===== src/rtl/col_pkg.sv =====
// Shared types and helpers for the column packer.
//   state_t      : packer control states (ACC accumulate, OUT record, TAIL remainder)
//   *_of()       : derive widths from the BUS_BYTES / OUT_BEATS parameters
//   byte_sel()   : maps a logical byte index to its physical byte lane
//   *_DEF        : widths for the default configuration
package col_pkg;

  typedef enum logic [1:0] {ACC, OUT, TAIL} state_t;

  function automatic int out_bytes_of(input int bus_bytes, input int out_beats);
    return bus_bytes * out_beats;
  endfunction

  function automatic int ofs_w_of(input int bus_bytes);
    return $clog2(bus_bytes);
  endfunction

  function automatic int cnt_w_of(input int bus_bytes, input int out_beats);
    return $clog2(bus_bytes * out_beats + 1);
  endfunction

  // Physical lane of logical byte b in a vector of nbytes bytes.
  // With msb_first, byte 0 sits at the most significant end.
  function automatic int byte_sel(input int nbytes, input int b, input bit msb_first);
    return msb_first ? (nbytes - 1 - b) : b;
  endfunction

  localparam int BUS_BYTES_DEF = 16;
  localparam int OUT_BEATS_DEF = 4;
  localparam int OUT_BYTES_DEF = out_bytes_of(BUS_BYTES_DEF, OUT_BEATS_DEF);
  localparam int OFS_W_DEF     = ofs_w_of(BUS_BYTES_DEF);
  localparam int CNT_W_DEF     = cnt_w_of(BUS_BYTES_DEF, OUT_BEATS_DEF);

endpackage


===== src/rtl/col_packer_if.sv =====
// Beat-in / record-out handshake bundle of the column packer.
//   i_valid/o_ready/i_data/i_start/i_len/i_last : input beat stream
//   o_valid/i_ready/o_data/o_bytes/o_split/o_err : output record stream
// Modports: slave = packer side, master = beat source / record sink side.
interface col_packer_if #(
  parameter int BUS_BYTES = 16,
  parameter int OUT_BEATS = 4
) ();
  import col_pkg::*;

  localparam int OUT_BYTES = out_bytes_of(BUS_BYTES, OUT_BEATS);
  localparam int OFS_W     = ofs_w_of(BUS_BYTES);
  localparam int CNT_W     = cnt_w_of(BUS_BYTES, OUT_BEATS);

  logic                   i_valid;
  logic                   o_ready;
  logic [8*BUS_BYTES-1:0] i_data;
  logic [OFS_W-1:0]       i_start;
  logic [OFS_W:0]         i_len;
  logic                   i_last;

  logic                   o_valid;
  logic                   i_ready;
  logic [8*OUT_BYTES-1:0] o_data;
  logic [CNT_W-1:0]       o_bytes;
  logic                   o_split;
  logic                   o_err;

  modport slave (
    input  i_valid, i_data, i_start, i_len, i_last, i_ready,
    output o_ready, o_valid, o_data, o_bytes, o_split, o_err
  );

  modport master (
    output i_valid, i_data, i_start, i_len, i_last, i_ready,
    input  o_ready, o_valid, o_data, o_bytes, o_split, o_err
  );

endinterface


===== src/rtl/col_window_align.sv =====
// Combinational window extractor.
// Picks bytes [start, start+len) out of one bus beat and left-aligns them in
// packing order: output byte k (bits [8k+:8]) is the k-th window byte.
// Bytes past the window are zero so the packer can OR windows together.
//   data    : beat, byte order selected by MSB_FIRST
//   start   : first byte index of the window
//   len     : requested window length
//   win     : aligned window, packing order
//   eff_len : length after clamping to the end of the beat
//   illegal : start+len ran past the end of the beat
module col_window_align
  import col_pkg::*;
#(
  parameter int BUS_BYTES = 16,
  parameter bit MSB_FIRST = 1'b1,
  localparam int OFS_W    = ofs_w_of(BUS_BYTES),
  localparam int LEN_W    = OFS_W + 1
) (
  input  logic [8*BUS_BYTES-1:0] data,
  input  logic [OFS_W-1:0]       start,
  input  logic [LEN_W-1:0]       len,
  output logic [8*BUS_BYTES-1:0] win,
  output logic [LEN_W-1:0]       eff_len,
  output logic                   illegal
);

  // One spare bit so an out-of-range len cannot wrap the end position.
  logic [LEN_W:0] end_pos;

  assign end_pos = {2'b00, start} + {1'b0, len};
  assign illegal = end_pos > (LEN_W+1)'(BUS_BYTES);
  assign eff_len = illegal ? (LEN_W'(BUS_BYTES) - {1'b0, start}) : len;

  always_comb begin
    // NOTE: default first so every path assigns win and no latch is inferred.
    win = '0;
    for (int k = 0; k < BUS_BYTES; k++) begin
      if (LEN_W'(k) < eff_len)
        win[8*k +: 8] = data[8*byte_sel(BUS_BYTES, (int'(start) + k) & (BUS_BYTES - 1), MSB_FIRST) +: 8];
    end
  end

endmodule


===== src/rtl/col_packer.sv =====
// Column extractor/packer between the bus-beat reader and the column FIFO.
// Each accepted beat contributes a byte window that is appended to an
// accumulator; records are emitted on i_last, or when the accumulator runs
// past OUT_BYTES (split record, remainder carried into the next record).
//   i_clk, i_rst_n : clock, asynchronous active-low reset
//   bus (slave)    : beat input handshake and record output handshake
module col_packer
  import col_pkg::*;
#(
  parameter int BUS_BYTES = 16,
  parameter int OUT_BEATS = 4,
  parameter bit MSB_FIRST = 1'b1
) (
  input  logic   i_clk,
  input  logic   i_rst_n,
  col_packer_if.slave bus
);

  localparam int OUT_BYTES = out_bytes_of(BUS_BYTES, OUT_BEATS);
  localparam int OFS_W     = ofs_w_of(BUS_BYTES);
  localparam int CNT_W     = cnt_w_of(BUS_BYTES, OUT_BEATS);
  localparam int FILL_W    = CNT_W + 1;
  localparam int ACC_BYTES = OUT_BYTES + BUS_BYTES;
  localparam int OUT_W     = 8 * OUT_BYTES;
  localparam int ACC_W     = 8 * ACC_BYTES;

  state_t                 state;
  logic [ACC_W-1:0]       acc;        // packing order: byte k at [8k+:8]
  logic [FILL_W-1:0]      fill;       // bytes held in acc
  logic                   last_pend;  // overflow beat also carried i_last

  logic [8*BUS_BYTES-1:0] win;
  logic [OFS_W:0]         eff_len;
  logic                   illegal;
  logic                   accept;
  logic [ACC_W-1:0]       appended;
  logic [ACC_W-1:0]       spill;
  logic [FILL_W-1:0]      nf;

  col_window_align #(
    .BUS_BYTES (BUS_BYTES),
    .MSB_FIRST (MSB_FIRST)
  ) u_align (
    .data    (bus.i_data),
    .start   (bus.i_start),
    .len     (bus.i_len),
    .win     (win),
    .eff_len (eff_len),
    .illegal (illegal)
  );

  assign accept   = bus.i_valid && bus.o_ready;
  // acc is zero above fill, so appending is a shift-and-OR.
  assign appended = acc | (ACC_W'(win) << {fill, 3'b000});
  assign nf       = fill + FILL_W'(eff_len);
  assign spill    = appended >> OUT_W;

  // Packing-order record to output byte order.
  function automatic logic [OUT_W-1:0] to_out(input logic [OUT_W-1:0] rec);
    logic [OUT_W-1:0] r;
    r = '0;
    for (int k = 0; k < OUT_BYTES; k++)
      r[8*byte_sel(OUT_BYTES, k, MSB_FIRST) +: 8] = rec[8*k +: 8];
    return r;
  endfunction

  // NOTE: sequential state uses non-blocking assignments only, so every
  // register samples pre-edge values regardless of statement order.
  always_ff @(posedge i_clk or negedge i_rst_n) begin
    if (!i_rst_n) begin
      state       <= ACC;
      // NOTE: the accumulator is reset, not left to power-up garbage: the
      // OR-append relies on every byte above fill being zero.
      acc         <= '0;
      fill        <= '0;
      last_pend   <= 1'b0;
      bus.o_ready <= 1'b0;
      bus.o_valid <= 1'b0;
      bus.o_data  <= '0;
      bus.o_bytes <= '0;
      bus.o_split <= 1'b0;
      bus.o_err   <= 1'b0;
    end else begin
      if (accept && illegal)
        bus.o_err <= 1'b1;

      case (state)
        ACC: begin
          bus.o_ready <= 1'b1;
          if (accept) begin
            if (nf > FILL_W'(OUT_BYTES)) begin
              bus.o_data  <= to_out(appended[OUT_W-1:0]);
              bus.o_bytes <= CNT_W'(OUT_BYTES);
              bus.o_split <= 1'b1;
              bus.o_valid <= 1'b1;
              bus.o_ready <= 1'b0;
              acc         <= spill;
              fill        <= nf - FILL_W'(OUT_BYTES);
              last_pend   <= bus.i_last;
              state       <= OUT;
            end else if (bus.i_last) begin
              bus.o_data  <= to_out(appended[OUT_W-1:0]);
              bus.o_bytes <= CNT_W'(nf);
              bus.o_split <= 1'b0;
              bus.o_valid <= 1'b1;
              bus.o_ready <= 1'b0;
              acc         <= '0;
              fill        <= '0;
              last_pend   <= 1'b0;
              state       <= OUT;
            end else begin
              // Exactly full without i_last also waits here.
              acc  <= appended;
              fill <= nf;
            end
          end
        end

        OUT: begin
          if (bus.i_ready) begin
            if (last_pend && (fill != '0)) begin
              bus.o_data  <= to_out(acc[OUT_W-1:0]);
              bus.o_bytes <= CNT_W'(fill);
              bus.o_split <= 1'b0;
              acc         <= '0;
              fill        <= '0;
              last_pend   <= 1'b0;
              state       <= TAIL;
            end else begin
              // Remainder (if any) stays in acc and seeds the next record.
              bus.o_valid <= 1'b0;
              bus.o_ready <= 1'b1;
              last_pend   <= 1'b0;
              state       <= ACC;
            end
          end
        end

        TAIL: begin
          if (bus.i_ready) begin
            bus.o_valid <= 1'b0;
            bus.o_ready <= 1'b1;
            state       <= ACC;
          end
        end

        default: begin
          bus.o_valid <= 1'b0;
          bus.o_ready <= 1'b1;
          state       <= ACC;
        end
      endcase
    end
  end

endmodule

===== src/flat_wrapper.sv =====
// flat-port wrapper written by rule: the top's interface ports become plain ports
module col_packer_flat import col_pkg::*;
#(
  parameter int BUS_BYTES = 16,
  parameter int OUT_BEATS = 4,
  parameter bit MSB_FIRST = 1'b1
)
  (i_clk, i_rst_n, bus_i_valid, bus_i_data, bus_i_start, bus_i_len, bus_i_last, bus_i_ready, bus_o_ready, bus_o_valid, bus_o_data, bus_o_bytes, bus_o_split, bus_o_err);
  col_packer_if #(.BUS_BYTES(BUS_BYTES), .OUT_BEATS(OUT_BEATS)) bus_i ();
  input  logic i_clk;
  input  logic i_rst_n;
  input wire logic [$bits(bus_i.i_valid)-1:0] bus_i_valid;
  input wire logic [$bits(bus_i.i_data)-1:0] bus_i_data;
  input wire logic [$bits(bus_i.i_start)-1:0] bus_i_start;
  input wire logic [$bits(bus_i.i_len)-1:0] bus_i_len;
  input wire logic [$bits(bus_i.i_last)-1:0] bus_i_last;
  input wire logic [$bits(bus_i.i_ready)-1:0] bus_i_ready;
  output wire logic [$bits(bus_i.o_ready)-1:0] bus_o_ready;
  output wire logic [$bits(bus_i.o_valid)-1:0] bus_o_valid;
  output wire logic [$bits(bus_i.o_data)-1:0] bus_o_data;
  output wire logic [$bits(bus_i.o_bytes)-1:0] bus_o_bytes;
  output wire logic [$bits(bus_i.o_split)-1:0] bus_o_split;
  output wire logic [$bits(bus_i.o_err)-1:0] bus_o_err;
  assign bus_i.i_valid = bus_i_valid;
  assign bus_i.i_data = bus_i_data;
  assign bus_i.i_start = bus_i_start;
  assign bus_i.i_len = bus_i_len;
  assign bus_i.i_last = bus_i_last;
  assign bus_i.i_ready = bus_i_ready;
  assign bus_o_ready = bus_i.o_ready;
  assign bus_o_valid = bus_i.o_valid;
  assign bus_o_data = bus_i.o_data;
  assign bus_o_bytes = bus_i.o_bytes;
  assign bus_o_split = bus_i.o_split;
  assign bus_o_err = bus_i.o_err;
  col_packer #(.BUS_BYTES(BUS_BYTES), .OUT_BEATS(OUT_BEATS), .MSB_FIRST(MSB_FIRST)) u_core (.i_clk(i_clk), .i_rst_n(i_rst_n), .bus(bus_i));
endmodule

===== config.mk =====
export PLATFORM = sky130hd
export DESIGN_NAME = col_packer_flat
export DESIGN_NICKNAME = d
export VERILOG_FILES = /design/src/rtl/col_pkg.sv /design/src/rtl/col_packer_if.sv /design/src/rtl/col_window_align.sv /design/src/rtl/col_packer.sv /design/src/flat_wrapper.sv
export SDC_FILE = /design/constraint.sdc
export NUM_CORES = 2
export LEC_CHECK = 0
export BUFFER_PORTS_ARGS = -buffer_cell sky130_fd_sc_hd__clkbuf_2
export CORE_MARGIN = 2
export CORE_UTILIZATION = 33
export DETAILED_ROUTE_END_ITERATION = 8
export PLACE_DENSITY = 0.6
export SYNTH_ARGS = -nofsm -noshare
export SYNTH_HDL_FRONTEND = slang
export SYNTH_HIERARCHICAL = 1
export SYNTH_SLANG_ARGS = --single-unit

===== constraint.sdc =====
create_clock -name i_clk -period 6 [get_ports i_clk]
set_clock_uncertainty 0.2 [all_clocks]
set_input_delay 1.2 -clock i_clk [delete_from_list [all_inputs] [get_ports i_clk]]
set_output_delay 1.2 -clock i_clk [all_outputs]
set_load 0.01 [all_outputs]

==> impl_metrics.py <==
metrics = {
    "grt": {
        "grt_antenna_before_repair": 14,
        "grt_overflow_total": 0,
        "grt_pass1_wl_mm": 486,
        "grt_max_degree": 175,
        "grt_pass1_vias": 63800,
        "track_usage": 0.319,
    },
    "timing": {
        "clock.fmax_mhz": 166,
        "fin_ws_ns": -0.00841,
        "hold_violations": 0,
        "layout_worst_path_cycle_share": 1.00,
        "setup_viol": 1,
        "holdWs_ns": 0.177,
        "tightestPinTransition_ns": 1.30,
        "period_minus_slack_ns": 6.01,
        "slew_viol_final": 0,
        "slew-limit-headroom": 0.135,
    },
    "power": {
        "vdd_drop_max_v": 0.000403,
        "cellPowerDensity_nw_per_um2": 569,
        "leakage_nw": 39.6,
        "finalPower_mw": 50.0,
    },
    "synthesis": {
        "yosys.area_share.simple": 0.0796,
        "synth_mux_area_frac": 0.202,
        "synth_top_family_by_area": "compound AO/OA/AOI/OAI gates",
        "ys_seq_area_frac": 0.428,
        "avgSynthCellArea_um2": 10.4,
        "synth_adder_area_share": 0.00405,
        "ys.flop_type": "dfrtp_1",
        "syn_inst": 6603,
        "syn_nets": 6766,
        "synth_compound_area_frac": 0.233,
        "synth_top_cell_by_area": "dfrtp_1",
        "yosysWarnings": 6,
        "synthTopCellsByArea": "dfrtp_1 43%, mux4_2 7.8%, a21oi_1 6.1%",
        "yosysUniqueCellTypes": 99,
        "synth_top_area_frac": 0.428,
        "ys_ff_latch": 1174,
        "synthArstFlopShare": 1.00,
        "synth_edf_count": 0,
        "synth_xor_area_frac": 0.00192,
        "synth_area_um2": 68600,
    },
    "clock_tree": {
        "cts_tree": "done",
        "holdBufCountCts": 0,
        "numCtsBuffers": 135,
        "clkLatencyLatePin_ns": 0.82,
        "clockRootBuffer": "clkbuf_16",
        "clkTransAtPathRegs_ns": 0.06,
        "clock_path_buffers": 3,
        "cts_max_level": 4,
        "cts_sinks": 1174,
    },
    "place": {
        "routabilityCongestion": 1.08,
        "io_buffers": 664,
        "pre_cts_slack_ns": -1.05,
        "place_hpwl_mm": 266,
    },
    "run": {
        "max_cap_viol_count": 0,
    },
    "floorplanning": {
        "die_w_um": 460,
        "core_region_area_um2": 207000,
        "dieArea_um2": 212000,
        "rows": 167,
        "pin_count": 665,
        "die_h_um": 460,
        "initial_core_util": 0.332,
    },
    "drt": {
        "post_drt_wl_per_cell_um": 32.2,
        "wl_mm": 348,
        "drt_iter0_drc": 9100,
        "vias_per_cell": 6.13,
        "ant_nets": 0,
        "detailedRoute.firstPassIterationCount": 7,
        "drc": 0,
        "vias": 66300,
    },
    "worst_hold_path": {
        "min-delay-path-class": "in -> async",
    },
    "critical_path": {
        "cp_data_required_time_ns": 6.53,
        "arrival_ns": 6.54,
        "worst-r2r-cell-count": 9,
        "end_kind": "register",
        "crit_path_max_fanout": 8,
        "critPathLaunchType": "input pin",
        "critPathKind": "in -> reg",
    },
    "run_status": {
        "status": "complete, but fails checks",
        "violations": "setup timing",
    },
    "finish": {
        "syn_to_final_growth_pct": 28.0,
        "final_cell_mix": "1169 x dfrtp_1, 1057 x buf_4, 831 x a21oi_1, 665 x nor2_1, 662 x clkbuf_2",
        "final_common_cell": "dfrtp_1",
        "nets": 8158,
        "drive_gt1_frac": 0.354,
    },
}
[cells in the mapped netlist, types with 26 or more instances]
cell,n
a22oi_1,28
buf_6,54
a211oi_1,92
nand2_1,271
mux2_4,190
a21boi_0,27
dfrtp_1,1174
a221oi_1,208
a31oi_1,40
o21a_1,39
o22ai_1,168
buf_2,133
o21bai_1,42
nor3_1,38
nand3_1,54
nor2_1,681
buf_4,34
nand2b_1,26
clkbuf_1,319
o21ai_0,438
mux4_2,238
a221o_1,193
a21oi_1,833
buf_1,45
inv_1,152
o221ai_1,43
mux2i_1,346
mux2_2,192
nor2b_1,73
a22o_1,27
[kinds of logic after synthesis]
| family | count (synthesis) |
|---|---|
| adder cells (fa/ha/maj) | 21 |
| buffers and inverters | 751 |
| XOR/XNOR | 15 |
| flip-flops | 1174 |
| AND/OR/NAND/NOR | 1253 |
| multiplexers | 968 |
| AO/OA/AOI/OAI | 2421 |
[path summary, 6_finish.rpt]
| check | from | end | slack [ns] |
|---|---|---|---|
| min reg2reg | u_core/acc[425]$_DFFE_PN0P_ | u_core/acc[425]$_DFFE_PN0P_ | 0.28 |
| min | i_rst_n | u_core/bus.o_data[9]$_DFFE_PN0P_ | 0.18 |
| min in group i_clk | u_core/acc[425]$_DFFE_PN0P_ | u_core/acc[425]$_DFFE_PN0P_ | 0.28 |
| max in group asynchronous | i_rst_n | u_core/acc[229]$_DFFE_PN0P_ | 3.83 |
| max reg2reg | u_core/fill[0]$_DFFE_PN0P_ | u_core/bus.o_data[318]$_DFFE_PN0P_ | 1.20 |
| max | bus_i_len[0] | u_core/bus.o_data[337]$_DFFE_PN0P_ | -0.008 |
[area by class of cell]
class / instances / area (um2)
Fill cell: 20000 / 119000
Multi-Input combinational cell: 4678 / 36200
Sequential cell: 1174 / 29400
Timing Repair Buffer: 1847 / 13800
Clock buffer: 194 / 3890
Tap cell: 2704 / 3380
Inverter: 159 / 599
Clock inverter: 49 / 559
Antenna cell: 7 / 17.5
[report_power, final]
part / internal [mW] / switching [mW] / total [mW]
Sequential: 10.1 / 1.67 / 11.7
Combinational: 11.3 / 18.6 / 29.8
Clock: 4.78 / 3.64 / 8.42
Total: 26.1 / 23.9 / 50.0
[critical path: stages]
cell	delay [ns]
clkbuf_2	0.11
ha_4	0.17
fa_2	0.36
xor2_1	0.16
or3_1	0.35
a221o_1	0.42
o21ai_4	0.16
inv_2	0.16
buf_4	0.20
a32o_2	0.37
buf_4	0.20
buf_12	0.14
nor3_2	0.29
mux4_2	0.40
mux2i_1	0.11
buf_4	0.21
buf_12	0.13
o21ai_0	0.48
buf_4	0.23
o21ai_0	0.12
buf_4	0.21
o21bai_1	0.16
mux2_4	0.17
[stage by stage]
step,utilization,instances,TNS [ns],instance area (um2)
3_3_place_gp,0.401,10600,-597.02,83000
4_1_cts,0.423,10800,0,87500
5_1_grt,0.424,10800,-0.0831,87800
3_5_place_dp,0.401,10600,-684.66,83000
2_1_floorplan,-,6603,-24.61,69000
6_report,0.424,10800,-0.00841,87800
[registers in the layout (all words and copies together) (netlist names)]
signal and cells:
u_core/acc 640, u_core/bus.o_data 512, u_core/fill 8, u_core/bus.o_bytes 7, u_core/state 2, u_core/bus.o_err 1, u_core/bus.o_ready 1, u_core/bus.o_split 1
u_core/bus.o_valid 1, u_core/last_pend 1
[repair_timing]
action | in CTS | in global routing
buffers inserted | 0 | 10
cloned | 0 | 2
gates resized for setup | 2 | 30
setup endpoints to repair | 78 | 851
pin swaps | 0 | 10
[layer usage]
metal	global-route usage	vias up	share of wire
met5	0	-	0.000046
met4	0.193	4	0.071
met3	0.0796	822	0.10
met2	0.471	4049	0.43
met1	0.420	33600	0.40
li1	-	27800	-
Power figures use the tool's default switching activity.
